**config.mk**
```make
export PLATFORM = sky130hd
export DESIGN_NAME = anim_frame_sched_flat
export DESIGN_NICKNAME = d
export VERILOG_FILES = /design/src/rtl/anim_frame_sched_if.sv /design/src/rtl/anim_frame_sched.sv /design/src/flat_wrapper.sv
export SDC_FILE = /design/constraint.sdc
export NUM_CORES = 1
export LEC_CHECK = 0
export BUFFER_PORTS_ARGS = -buffer_cell sky130_fd_sc_hd__buf_2
export CAP_MARGIN = 20
export CORE_AREA = 2 2 108 110
export DETAILED_ROUTE_END_ITERATION = 6
export DIE_AREA = 0 0 110 112
export GPL_ROUTABILITY_DRIVEN = 0
export PLACE_DENSITY = 0.54
export SYNTH_ARGS = -nofsm -noshare
export SYNTH_HDL_FRONTEND = slang
export SYNTH_SLANG_ARGS = --single-unit
```
**constraint.sdc**
```tcl
create_clock -name vga_clk -period 7.02 [get_ports vga_clk]
set_clock_uncertainty 0.2 [all_clocks]
set_input_delay 0.702 -clock vga_clk [delete_from_list [all_inputs] [get_ports vga_clk]]
set_output_delay 0.702 -clock vga_clk [all_outputs]
set_load 0.01 [all_outputs]
```
**src/rtl/anim_frame_sched_if.sv**
```systemverilog
// Command handshake bundle for the animation frame sequencer.
interface anim_frame_sched_if;
  logic       cmd_valid;
  logic [1:0] cmd_op;
  logic       cmd_ready;

  modport master (output cmd_valid, output cmd_op, input  cmd_ready);
  modport slave  (input  cmd_valid, input  cmd_op, output cmd_ready);
endinterface

```
**src/rtl/anim_frame_sched.sv**
```systemverilog
// Frame-level play/pause/step sequencer plus registered image-ROM address generator.
// Optional macro ANIM_ONESHOT_EN adds a 'oneshot' input that freezes on the last frame instead of wrapping.
module anim_frame_sched #(
  parameter int FRAME_CNT = 8,
  parameter int IMG_W     = 80,
  parameter int IMG_H     = 60,
  parameter int SCALE_SH  = 3,
  parameter int ADDR_W    = 16,
  parameter int HOLD_W    = 8,
  localparam int IDX_W    = $clog2(FRAME_CNT)
) (
  input  logic                vga_clk,
  input  logic                rst,
  input  logic [9:0]          pix_x,
  input  logic [9:0]          pix_y,
  input  logic                vsync,
  anim_frame_sched_if.slave   cmd,
  input  logic [HOLD_W-1:0]   hold_frames,
`ifdef ANIM_ONESHOT_EN
  input  logic                oneshot,
`endif
  output logic [IDX_W-1:0]    frame_idx,
  output logic                frame_tick,
  output logic                playing,
  output logic [ADDR_W-1:0]   rom_addr,
  output logic                pix_en
);

  localparam logic [ADDR_W-1:0] FRAME_SZ = ADDR_W'(IMG_W * IMG_H);
  localparam logic [IDX_W-1:0]  LAST_IDX = IDX_W'(FRAME_CNT - 1);
  localparam int                X_LIM    = IMG_W << SCALE_SH;
  localparam int                Y_LIM    = IMG_H << SCALE_SH;

  typedef enum logic [1:0] {S_IDLE, S_PLAY, S_PAUSE, S_STEP} state_e;
  typedef enum logic [1:0] {OP_STOP, OP_PLAY, OP_PAUSE, OP_STEP} op_e;

  state_e              state_q, state_d;
  logic [IDX_W-1:0]    frame_idx_q, frame_idx_d;
  logic [ADDR_W-1:0]   frame_base_q, frame_base_d;
  logic [HOLD_W-1:0]   hold_cnt_q, hold_cnt_d;
  logic                frame_tick_q, frame_tick_d;
  logic                vsync_d_q, vsync_d_d;
  logic [ADDR_W-1:0]   rom_addr_q, rom_addr_d;
  logic                pix_en_q, pix_en_d;

  logic                fb;
  logic                accept;
  logic                os;
  logic                hold_last;
  logic                do_adv;
  logic [HOLD_W-1:0]   hold_eff;
  op_e                 op;

`ifdef ANIM_ONESHOT_EN
  assign os = oneshot;
`else
  assign os = 1'b0;
`endif

  assign fb            = vsync & ~vsync_d_q;
  assign cmd.cmd_ready = (state_q != S_STEP);
  assign accept        = cmd.cmd_valid & cmd.cmd_ready;
  assign op            = op_e'(cmd.cmd_op);
  assign hold_eff      = (hold_frames == '0) ? HOLD_W'(1) : hold_frames;
  assign hold_last     = (hold_cnt_q >= hold_eff - HOLD_W'(1));
  assign do_adv        = fb & (((state_q == S_PLAY) & hold_last) | (state_q == S_STEP));

  // Frame-boundary action is resolved first from the current state; an accepted
  // command then overrides the state, and STOP overrides the frame position too.
  always_comb begin
    state_d      = state_q;
    frame_idx_d  = frame_idx_q;
    frame_base_d = frame_base_q;
    hold_cnt_d   = hold_cnt_q;
    frame_tick_d = 1'b0;
    vsync_d_d    = vsync;

    if (fb && state_q == S_PLAY && !hold_last)
      hold_cnt_d = hold_cnt_q + HOLD_W'(1);

    if (do_adv) begin
      hold_cnt_d = '0;
      if (frame_idx_q == LAST_IDX) begin
        if (os) begin
          state_d = S_PAUSE;
        end else begin
          frame_idx_d  = '0;
          frame_base_d = '0;
          frame_tick_d = 1'b1;
        end
      end else begin
        frame_idx_d  = frame_idx_q + IDX_W'(1);
        frame_base_d = frame_base_q + FRAME_SZ;
        frame_tick_d = 1'b1;
      end
    end

    if (fb && state_q == S_STEP)
      state_d = S_PAUSE;

    if (accept) begin
      unique case (op)
        OP_STOP: begin
          state_d      = S_IDLE;
          frame_idx_d  = '0;
          frame_base_d = '0;
          hold_cnt_d   = '0;
          frame_tick_d = 1'b0;
        end
        OP_PLAY: begin
          if (state_q != S_PLAY) state_d = S_PLAY;
        end
        OP_PAUSE: begin
          if (state_q == S_PLAY) state_d = S_PAUSE;
        end
        OP_STEP: begin
          state_d = S_STEP;
        end
        default: ;
      endcase
    end
  end

  // Pixel to stored-image address: downscale by SCALE_SH, row offset via constant multiply.
  always_comb begin
    logic              in_img;
    logic [ADDR_W-1:0] row;
    logic [ADDR_W-1:0] col;
    in_img = (pix_x != 10'h3ff) && (pix_y != 10'h3ff) &&
             (32'(pix_x) < 32'(X_LIM)) && (32'(pix_y) < 32'(Y_LIM));
    row    = ADDR_W'(pix_y >> SCALE_SH);
    col    = ADDR_W'(pix_x >> SCALE_SH);
    pix_en_d   = in_img;
    rom_addr_d = in_img ? (frame_base_q + row * ADDR_W'(IMG_W) + col) : '0;
  end

  always_ff @(posedge vga_clk) begin
    if (rst) begin
      state_q      <= S_IDLE;
      frame_idx_q  <= '0;
      frame_base_q <= '0;
      hold_cnt_q   <= '0;
      frame_tick_q <= 1'b0;
      vsync_d_q    <= 1'b1;
      rom_addr_q   <= '0;
      pix_en_q     <= 1'b0;
    end else begin
      state_q      <= state_d;
      frame_idx_q  <= frame_idx_d;
      frame_base_q <= frame_base_d;
      hold_cnt_q   <= hold_cnt_d;
      frame_tick_q <= frame_tick_d;
      vsync_d_q    <= vsync_d_d;
      rom_addr_q   <= rom_addr_d;
      pix_en_q     <= pix_en_d;
    end
  end

  assign frame_idx  = frame_idx_q;
  assign frame_tick = frame_tick_q;
  assign playing    = (state_q == S_PLAY);
  assign rom_addr   = rom_addr_q;
  assign pix_en     = pix_en_q;

endmodule
```
**src/flat_wrapper.sv**
```systemverilog
// flat-port wrapper written by rule: the top's interface ports become plain ports
module anim_frame_sched_flat 
#(
  parameter int FRAME_CNT = 8,
  parameter int IMG_W     = 80,
  parameter int IMG_H     = 60,
  parameter int SCALE_SH  = 3,
  parameter int ADDR_W    = 16,
  parameter int HOLD_W    = 8,
  localparam int IDX_W    = $clog2(FRAME_CNT)
)
  (vga_clk, rst, pix_x, pix_y, vsync, hold_frames, frame_idx, frame_tick, playing, rom_addr, pix_en, cmd_cmd_valid, cmd_cmd_op, cmd_cmd_ready);
  anim_frame_sched_if cmd_i ();
  input  logic vga_clk;
  input  logic rst;
  input  logic [9:0] pix_x;
  input  logic [9:0] pix_y;
  input  logic vsync;
  input  logic [HOLD_W-1:0] hold_frames;
  output logic [IDX_W-1:0] frame_idx;
  output logic frame_tick;
  output logic playing;
  output logic [ADDR_W-1:0] rom_addr;
  output logic pix_en;
  input wire logic [$bits(cmd_i.cmd_valid)-1:0] cmd_cmd_valid;
  input wire logic [$bits(cmd_i.cmd_op)-1:0] cmd_cmd_op;
  output wire logic [$bits(cmd_i.cmd_ready)-1:0] cmd_cmd_ready;
  assign cmd_i.cmd_valid = cmd_cmd_valid;
  assign cmd_i.cmd_op = cmd_cmd_op;
  assign cmd_cmd_ready = cmd_i.cmd_ready;
  anim_frame_sched #(.FRAME_CNT(FRAME_CNT), .IMG_W(IMG_W), .IMG_H(IMG_H), .SCALE_SH(SCALE_SH), .ADDR_W(ADDR_W), .HOLD_W(HOLD_W)) u_core (.vga_clk(vga_clk), .rst(rst), .pix_x(pix_x), .pix_y(pix_y), .vsync(vsync), .cmd(cmd_i), .hold_frames(hold_frames), .frame_idx(frame_idx), .frame_tick(frame_tick), .playing(playing), .rom_addr(rom_addr), .pix_en(pix_en));
endmodule
```
* After elaboration in Yosys (flattened, before gate mapping)
Cells that the tools add are included.
** Word-level totals
- Flip-flop bits (word level) :: 48
- Bits of input ports :: 34
- Output and inout bits :: 23
- Logic and storage cells :: 66
** Operators by class
- $add $sub $neg :: 6
- $mul :: 1
- $lt $le $gt $ge :: 3
- Equality and inequality tests :: 10
- Muxes and demuxes :: 21
- Bitwise logic cells :: 7
- Reductions and logical operators :: 10
** Operators by type and width (number)
- two-way mux 16 bit :: 4
- two-way mux 8 bit :: 5
- inequality test 10 bit, second input constant :: 2
- adder 16 x 13 -> 16 bit, second input constant :: 1
- adder 16 bit :: 1
- adder 16 x 7 -> 16 bit :: 1
- two-way mux 3 bit :: 4
- less-than comparator 10 bit, second input constant :: 1
- less-than comparator 10 x 9 -> 1 bit, second input constant :: 1
- multiplier 7 x 3 -> 10 bit, second input constant :: 1
- adder 8 x 1 -> 8 bit, second input constant :: 1
- >= comparator 8 bit :: 1
- logical NOT 8 bit :: 1
- two-way mux 2 bit :: 4
- case mux 2 bit (4 select lines) :: 1
- subtractor 8 x 1 -> 8 bit, second input constant :: 1
- equality test 2 bit, second input constant :: 3
- logical AND 1 bit :: 6
- AND 1 bit :: 4
- equality test 2 x 1 -> 1 bit, second input constant :: 2
- adder 3 x 1 -> 3 bit, second input constant :: 1
- equality test 3 bit, second input constant :: 1
- two-way mux 1 bit :: 3
- logical NOT 2 bit :: 1
- other kinds (6) :: 7

* Depth between registers and ports, before layout
Gate-level depths: netlist (run 1).
- Depth in word-level cells :: 10
- Gate-level depth with buffers :: 16
- Depth with buffers taken out :: 16

* Least setup slack after synthesis (run 1)
Ideal clock, no wire load.
- Path type :: input to register
- Start :: input port pix_y[4]
- End :: register u_core.rom_addr_q[14] (netlist: u_core.rom_addr[14])
- Setup time :: 0.078 ns
- Data arrival time :: 3.588 ns
- Data required time :: 6.742 ns
- Slack :: 3.155 ns
- Stages on the path :: 15
- Buffers on the path :: 0
- Cell sequence :: ha_1 > ha_1 > inv_1 > fa_1 > inv_1 > a21oi_1 > o21bai_1 > xor2_1 > ha_1 > ha_1 > a21o_1 > a31o_2 > o221a_2 > o31a_1 > nor3_1
** Between the ends
- Word-level cells in the longest chain between the ends :: 6
- Elaborated cells on any way between the ends :: 10
- Classes of those cells :: add/sub (2); mul (1); order compare (1); eq/ne (1); bitwise (1); reduce/logical (4)
** RTL lines
- from (decl) :: RTL line flat_wrapper.sv:17 : input logic [9:0] pix_y;
- parallel branches: the longest is 6 deep, another holds adder 16 bit
- to (signal assigned) :: RTL line anim_frame_sched.sv:154 : rom_addr_q <= rom_addr_d;
- to (decl) :: RTL line anim_frame_sched.sv:43 : logic [ADDR_W-1:0] rom_addr_q, rom_addr_d;
Several ways; the timed one is not identified.
A chain may end at the register's enable or synchronous reset.

* Final worst setup path (run 1)
- Start :: input port hold_frames[1]
- End :: register u_core.frame_base_q[15]
** Between the ends
- Word-level cells in the longest chain between the ends :: 10
** RTL lines
- from (decl) :: RTL line flat_wrapper.sv:19 : input logic [HOLD_W-1:0] hold_frames;
- logical NOT 8 bit :: RTL line anim_frame_sched.sv:64 : assign hold_eff = (hold_frames == '0) ? HOLD_W'(1) : hold_frames;
- two-way mux 8 bit * :: RTL line anim_frame_sched.sv:64
- subtractor 8 x 1 -> 8 bit * :: RTL line anim_frame_sched.sv:65 : assign hold_last = (hold_cnt_q >= hold_eff - HOLD_W'(1));
- >= comparator 8 bit * :: RTL line anim_frame_sched.sv:65
- AND 1 bit * :: RTL line anim_frame_sched.sv:66 : assign do_adv = fb & (((state_q == S_PLAY) & hold_last) | (state_q == S_STEP));
- bitwise OR 1 bit * :: RTL line anim_frame_sched.sv:66
- AND 1 bit * :: RTL line anim_frame_sched.sv:66
- two-way mux 16 bit * :: RTL line anim_frame_sched.sv:81 : if (do_adv) begin
- two-way mux 16 bit :: RTL line anim_frame_sched.sv:102 : unique case (op)
- two-way mux 16 bit * :: RTL line anim_frame_sched.sv:101 : if (accept) begin
- to (signal assigned) :: RTL line anim_frame_sched.sv:150 : frame_base_q <= frame_base_d;
- to (decl) :: RTL line anim_frame_sched.sv:39 : logic [ADDR_W-1:0] frame_base_q, frame_base_d;
Mark *: on every way between the ends. The rest lies on a longest branch, timed or not.

==> flow_results.org, run 1 <==
** Floorplan
- FP Rows :: 39
- In this run the standard cell core region covers ~0.011 mm².
- Chip Height :: approximately 110 µm
- The floorplan step defined a die boundary enclosing ~0.012 mm².
- Once the floorplan was initialized, standard cells occupied around 30% of the core.
- The die is between 100 and 150 µm wide.
- I/O Pins :: 57

** GRT
- Across every metal layer, demand over resource in global routing totals 12.9%.
- Initial antenna violation count :: 0
- For this run the aggregate overflow at the end of global routing stands at 0.
- Via count of the first global-routing pass :: 2789
- Largest net degree at the start of global routing :: 32
- The first global-routing pass estimated 13.1 mm of wire.

** Critical path
- For this design, the slowest cell found on the critical path is o211ai_2.
- Start of the worst register-to-register path :: u_core.hold_cnt_q[2]
- Data arrival time at the worst-slack endpoint :: 4310 ps
- CP required :: roughly 7000 ps
- Critical path launch point type :: input port
- The largest single stage delay on the critical path is between 600 and 700 ps.
- Kind of end point of the critical path :: flip-flop
- Among cell families on the critical path, the largest total delay comes from compound AO/OA/AOI/OAI gates.
- Crit-path most repeated cell :: nand2_1
- Walking the worst path, the cells encountered are buf_2, nor4_1, nand2_1, o21ai_0, inv_1, ha_1, nand2_1, nor3_1, xnor2_1, ha_1, and4_1, o21ai_0, o211ai_2, nand2_1, o41ai_1.
- Worst-path fanout max :: 20
- The setup path with the least slack is of type input port to flip-flop.
- First element of the critical path :: hold_frames[1]
- Sum of buffers and inverters on the critical path :: 2

** Worst hold path
- Hold/Removal Path Class :: flip-flop to flip-flop
- Hold path start :: u_core.frame_base_q[3]

** Clock network
- Root buffer cell :: clkbuf_16
- Source-to-sink clock delay at the later pin of the worst-skew pair :: 290 ps
- CTS saw 48 sinks.
- Clock input transition at the sequential cells of the worst setup and hold paths :: approximately 70 ps
- Buffers added to address setup during post-CTS repair amount to 0.
- CTS built an H-tree with a depth of 2.
- TritonCTS built the clock tree.
- The clock passes through at most 2 buffers.
- Resized Gates After CTS :: 0
- The number of clock buffers added by TritonCTS is 5.
- Hold Buf Count CTS :: 0

** Synthesis
- The synthesized design contains 0 enable-type register cells.
- Portion of the post-synthesis area used by sequential elements :: 29.1%
- The Yosys step of the flow raised 0 warnings.
- Number of standard cells after synthesis :: 381
- Counting flops with an async set or reset pin after synthesis yields a share of 0%.
- Number of different library cells in the post-synthesis netlist :: slightly above 50
- Number of nets produced by synthesis :: 468
- Among all flip-flop cells after synthesis, the most frequent one is dfxtp_1.
- Flip-flop and latch count after synthesis :: 48
- A synthesized cell averages 8.67 µm².
- After synthesis the cells add up to 0.00330 mm².

** Route
- Across all layers, the routed design uses 2930 vias.
- After detailed routing, the number of remaining DRC violations is 0.
- Before antenna repair, the detailed router went through 4 iterations.
- Per-cell routed wire length :: 13.7 µm
- Antenna viol nets, final :: 0
- After detailed routing, the number of vias per cell comes to 5.11.
- In this run, the number of DRC markers left after iteration 0 of detailed routing was 99.
- Summed over all layers, the routed wires come to 7.86 mm.

** Power
- Internal power of the cells :: 462 µW
- Of the total power, the share spent switching nets is 29.2%.
- Post-layout total power :: 653 µW
- The share of total power dissipated in sequential elements is 42.8%.
- In this run, the combinational gates consume around a fifth of the power.
- Leakage power total :: 1.69 nW
- Maximum ir drop on the vdd rail :: 86.9 µV
- Part of the power in the clock network :: 36.9%
- Dividing total power by cell area gives a power density of 170 mW/mm².
- For this design the total switching power over the nets is 191 µW.

** Place
- Port buffer count :: 50
- Post-detail-place hpwl :: 6.15 mm
- Cell area after placement :: approximately 0.0037 mm²

** Run status
- Run status :: complete, no violations

** Finish
- The area growth from synthesis to layout is 16.2%.
- Final cell utilization of the core :: 34.4%
- Most common cell after layout, fill and taps aside :: buf_2
- At the end of the flow, the number of nets in the layout was 516.
- Number of diodes added for antenna fixing :: 0
- Layout cell share with drive strength beyond 1 :: 15.3%
- Fillcell total :: between 1000 and 1500
- With fillers left out, the area of the finished cells amounts to around 0.0038 mm².
- In the layout the commonest cells are 50 x buf_2, 48 x ha_1, 48 x dfxtp_1.

** STA
- The smallest clock period supported by the final layout is computed as 4330 ps.
- Unrepaired setup endpoints after global routing :: no
- Fraction of the cycle the final worst path needs :: 61.7%
- Setup TNS :: 0 ps
- Number of failing setup endpoints in the final timing report :: 0
- Number of slew-limit violations in the final report :: 0
- Fin. Hold Viols :: 0
- Maximum clock rate :: 0.231 GHz
- In this run the tightest slew margin relative to its limit is between 40% and 50%.
- At the pin with the least slew margin, the transition time is a little under 800 ps.

** Job
- MaxCap Viol Count :: 0
-- flip-flops by register name, indices dropped and copies added (netlist names) --
name and cells:
u_core.frame_base_q 16, u_core.rom_addr 16, u_core.pix_en 1, u_core.vsync_d_q 1
u_core.hold_cnt_q 8, u_core.frame_tick 1, u_core.state_q 2, u_core.frame_idx 3
-- cell families (layout without fill, tap and decap cells) --
| family | count (synthesis) | in the layout | share of synthesized area [%] |
|---|---|---|---|
| adders and majority gates | 53 | 53 | 21.2 |
| muxes | 2 | 2 | 0.606 |
| and+or+nand+nor | 113 | 113 | 17.7 |
| AOI/OAI and AO/OA | 116 | 116 | 23.6 |
| buffers and inverters | 36 | 85 | 4.36 |
| xor gates and xnor gates | 13 | 13 | 3.45 |
| DFF | 48 | 48 | 29.1 |
-- final timing paths --
path	depth (start not counted)	to	slack (ps)
hold reg to reg	1	u_core.frame_base_q[3]	270
hold / removal	1	u_core.frame_base_q[3]	270
setup / recovery	15	u_core.frame_base_q[15]	2690
setup reg to reg	6	u_core.frame_base_q[2]	4310
-- per-stage QoR --
stage               setup WS (ps)  cells  hold slack [ps]
finish                       2690    573              272
global route                 2160    573              295
CTS                          2640    573              273
detailed placement           2350    565              256
global placement             2460    565              249
floorplan                    3150    381              234
-- routing by layer --
layer,track usage [%],share of wire [%],vias to the layer above
li1,-,-,1516
met1,18.3,50,1356
met2,20.4,45,49
met3,1.58,3.4,9
met4,3.80,1.4,0
met5,0,0,-
-- synthesized netlist by cell type, drive strengths merged (3+ instances only) --
cell	number	area share, %
dfxtp	48	29
ha	48	18
a21oi	33	5.0
inv	25	2.8
nor2	23	2.6
o21ai	23	3.5
nand2	22	2.5
nor3	13	2.0
and2	12	2.3
nand3	9	1.4
clkbuf	8	0.91
o41ai	7	1.9
or4	7	1.6
xnor2	7	1.9
a211oi	6	1.4
o21bai	6	1.4
o311ai	6	1.6
o31ai	6	1.4
xor2	6	1.6
a21o	5	1.1
a31oi	5	1.1
fa	5	3.0
nand4	5	0.95
nand2b	4	0.76
nor2b	4	0.76
and3	3	0.57
nor4	3	0.57
o211ai	3	0.98
-- cell type report --
class | count | area [µm²] | area share [%]
Timing Repair Buffer | 51 | 258 | 6.71
Sequential cell | 48 | 961 | 25.0
Multi-Input combinational cell | 297 | 2200 | 57.3
Clock inverter | 2 | 16.3 | 0.424
Inverter | 26 | 97.6 | 2.54
Clock buffer | 6 | 129 | 3.36
Tap cell | 143 | 179 | 4.66
-- power by group through the flow --
stage	Combinational [mW]	Clock [mW]	Sequential (mW)
floorplan	0.0886	0	0.288
detailed placement	0.131	0	0.286
finish	0.132	0.241	0.280
CTS	0.133	0.250	0.280
global route	0.150	0.261	0.280
global placement	0.130	0	0.286
Note: power is estimated with default switching activity, not from simulation.
==> run 2: changes to the inputs <==
- ABC_AREA: unset -> 1
- CORE_AREA: 2 2 108 110 -> 2 2 110 112
- DIE_AREA: 0 0 110 112 -> 0 0 112 114
- PLACE_DENSITY: 0.54 -> 0.55
- clock period: 7.02 -> 3.6 ns (I/O delays scaled with it)
==> flow_results.org, run 2 <==
** STA
- Unrepaired setup endpoints after global routing: no (unchanged).
- Setup TNS :: 0 ps (unchanged)
- In the finished design, the share of the clock period the worst path needs comes to between 90% and 100%.
- Number of failing setup endpoints in the final timing report :: 0 (unchanged)
- The smallest clock period supported by the final layout is computed as 3290 ps.
- Post-route worst hold slack :: 63.0 ps (was 272 ps)
- The worst slew margin relative to its limit was 72.6% (was 48.4%).
- The final number of hold-violating endpoints was 0 (unchanged).
- Number of slew-limit violations in the final report :: 0 (unchanged)
- The actual transition at the worst max-transition pin was 411 ps (was 772 ps).
- Timing would allow up to 0.304 GHz.

** Finish
- Layout net count :: 598 (was 516)
- The leading cell type in the layout, fill and taps excluded is nand2_1 (was buf_2).
- The number of antenna cells inserted was 0 (unchanged).
- The post-layout utilization of the core came to 33.8% (was 34.4%).
- Commonest cells after routing, fill and taps aside: 95 x nand2_1, 60 x inv_1, 51 x nor2_1 (was 50 x buf_2, 48 x ha_1, 48 x dfxtp_1).
- Layout cell share with drive strength beyond 1 :: 14.6% (was 15.3%)
- The growth of design area from synthesis to finish was 16.3% (was 16.2%).

** Floorplan
- The site row count is 40 (was 39).
- The count of boundary I/O pins came to 57 (unchanged).
- The area inside the core boundary was 0.0117 mm² (was 0.0112 mm²).
- Floorplan die area :: 0.0128 mm² (was 0.0123 mm²)
- The starting density of the core was 29.1% (was 29.6%).
- Chip Height :: 114 µm (was 112 µm)
- The chip width is 112 µm (was 110 µm).

** Power
- The internal cell power was 984 µW (was 462 µW).
- Post-layout total power :: 1.39 mW (was 653 µW)
- The power density over the cells came to 350 mW/mm² (was 170 mW/mm²).
- Net Sw Power :: 403 µW (was 191 µW)
- The clock network fraction of total power is 38.6% (was 36.9%).
- The switching power share of the total was 29.0% (was 29.2%).
- Maximum ir drop on the vdd rail :: 192 µV (was 86.9 µV)
- Relative contribution of sequential cells to total power :: 40.0% (was 42.8%)
- The leakage power was 2.09 nW (was 1.69 nW).
- Part of the power in combinational logic :: 21.4% (was 20.3%)

** Route
- Per-cell routed wire length :: 11.2 µm (was 13.7 µm)
- Detailed Routing Iterations Pass 1 :: 4 (unchanged)
- Number of vias per cell :: 4.61 (was 5.11)
- The remaining antenna violation count after routing was 0 (unchanged).
- Iteration-0 DRC count of the detailed router :: 90 (was 99)
- Routed vias :: 3037 (was 2930)
- Post-route DRC violation count :: 0 (unchanged)
- The total wire length after detailed routing came to 7.35 mm (was 7.86 mm).

** Synthesis
- Cell types with the largest area share after synthesis :: dfxtp_1 28%, ha_1 18%, nand2_1 10%, inv_1 6.6%, nor2_1 5.6% (was dfxtp_1 29%, ha_1 18%, a21oi_1 5.0%, o21ai_0 3.3%, fa_1 3.0%)
- The netlist area before placement is 0.00341 mm² (was 0.00330 mm²).
- Number of warning messages in the yosys log :: 0 (unchanged)
- The post-synthesis average cell area came to 7.44 µm² (was 8.67 µm²).
- The share of synthesized flip-flops with an asynchronous set or reset came to 0% (unchanged).
- The cell count after synthesis came to 458 (was 381).
- The fraction of post-synthesis cell area in the top cell type by area is 28.2% (was 29.1%).
- The proportion of synthesized chip area in sequential cells is 28.2% (was 29.1%).
- The count of flip-flops with a built-in enable after synthesis came to 0 (unchanged).
- The net count after synthesis came to 545 (was 468).
- List of most frequent post-synthesis cells :: 95 x nand2_1, 60 x inv_1, 51 x nor2_1 (was 48 x dfxtp_1, 48 x ha_1, 33 x a21oi_1)
- Cell accounting for the most synthesized area :: dfxtp_1 (unchanged)
- Main synth FF type :: dfxtp_1 (unchanged)
- The post-synthesis sequential element count is 48 (unchanged).
- The most common cell in the synthesized netlist is nand2_1.
- The distinct cell type count after synthesis was 35 (was 51).

** Clock network
- The clock tree root driver cell is clkbuf_16 (unchanged).
- Number of buffers inserted to repair setup after CTS :: 0 (unchanged)
- The post-cts resize count is 0 (unchanged).
- The total clock sinks came to 48 (unchanged).
- The clock latency on the worst-skew pair came to 290 ps (about the same).
- CTS Buf Count :: 5 (unchanged)
- The number of buffers on the longest clock path was 2 (unchanged).
- The total of hold buffers inserted after clock tree synthesis came to 0 (unchanged).
- The post-CTS clock slew at the launch and capture registers of the worst setup and hold paths came to 70 ps (about the same).
- The CTS H-tree depth is 2 (unchanged).
- The clock tree from TritonCTS is done (unchanged).

** Place
- Post-detail-place hpwl :: 6.00 mm (was 6.15 mm)
- The number of port buffers was 50 (unchanged).

** Critical path
- CP max stage delay :: 390 ps (was 640 ps)
- Sum of buffers and inverters on the critical path :: 1 (was 2)
- CP required :: 3570 ps (was 7000 ps)
- The classification of the worst setup path is input port to flip-flop (unchanged).
- The reg-to-reg setup timing slack was 1070 ps (was 4310 ps).
- Ordered list of cells on the worst path: buf_2, ha_1, ha_1, a21oi_1, nand2_1, a21o_1, a21oi_1, xor2_1, ha_1, ha_1, a21o_1, a21oi_1, nand3_1, o21ai_0, a21oi_1 (was buf_2, nor4_1, nand2_1, o21ai_0, inv_1, ha_1, nand2_1, nor3_1, xnor2_1, ha_1, and4_1, o21ai_0, o211ai_2, nand2_1, o41ai_1).
- Data arrival time at the worst-slack endpoint :: 3260 ps (was 4310 ps)
- Critical path launch point type :: input port (unchanged)
- Worst-path fanout max :: 7 (was 20)
- The element type at the critical path end was a flip-flop (unchanged).
- Worst-path cell with the longest stage delay :: ha_1 (was o211ai_2)
- The kind of cell adding the most delay to the critical path was adder cells (was compound AO/OA/AOI/OAI gates).

** GRT
- The total congestion overflow came to 0 (unchanged).
- Largest net degree at the start of global routing :: 16 (was 32)
- Wire length of the first global-routing pass :: 12.5 mm (was 13.1 mm)
- The number of antenna violations at the first check in global routing came to 0 (unchanged).
- The via count of the first global-routing pass was 2756 (was 2789).
- The total track usage is 11.8% (was 12.9%).

** Run status
- Run status: complete, no violations (unchanged).

** Job
- MaxCap Viol Count :: 0 (unchanged)

** Worst hold path
- Hold/Removal Path Class :: input port to flip-flop (was flip-flop to flip-flop)
[run 2: changes by cell type after synthesis, sizes merged, moves of 7 or more]
cell    change
and2       -11
clkbuf      -8
inv        +38
nand2      +76
nand3      +18
nor2       +29
nor3        -7
o21ai       +7
o41ai       -7
or4         -7
[run 2: cell type report]
type	count	area, µm²
well taps	147	184
flip-flops and latches	48	961
fillers	1309	7750
repair buffers	51	258
multi-input cells	342	2150
clock buffers	5	125
inverters	63	241
clock inverters	3	42.5
[run 2: power groups by stage]
stage / Clock, mW / Combinational [mW] / Sequential [mW]
2_1_floorplan: 0 / 0.207 / 0.570
3_3_place_gp: 0 / 0.292 / 0.566
3_5_place_dp: 0 / 0.297 / 0.567
4_1_cts: 0.551 / 0.300 / 0.555
5_1_grt: 0.565 / 0.343 / 0.556
6_report: 0.536 / 0.297 / 0.554
[run 2: path summary, 6_finish.rpt]
kind / startpoint / to / depth (start not counted)
worst max-delay path: pix_y[6] / u_core.rom_addr[13] / 15
worst min-delay path: vsync / u_core.vsync_d_q / 2
worst max register to register: u_core.frame_base_q[6] / u_core.rom_addr[14] / 10
worst min register to register: u_core.frame_base_q[0] / u_core.frame_base_q[0] / 2
[run 2: cell families after synthesis]
family	Yosys count	share of synthesized area [%]
simple gates	200	26.4
compound gates	73	12.0
buf+inv	68	8.71
fa+ha+maj	53	20.6
flops	48	28.2
xor+xnor	16	4.11
[run 2: layer usage]
layer  vias up  share of wire [%]  routed length (µm)  GRT usage, %
met3         7                3.0                 218          2.34
met4         0                1.1                  78          2.93
li1       1599                  -                   -             -
met1      1392                 49                3620          15.2
met5         -                  0                   0             0
met2        39                 47                3430          20.4
[run 2: per-stage QoR]
stage               area (µm²)  instances  setup WS (ps)
floorplan                 3410        458            372
global placement          3790        651           62.9
global route              3960        659           86.4
detailed placement        3790        651           36.6
finish                    3960        659            310
CTS                       3960        659            329
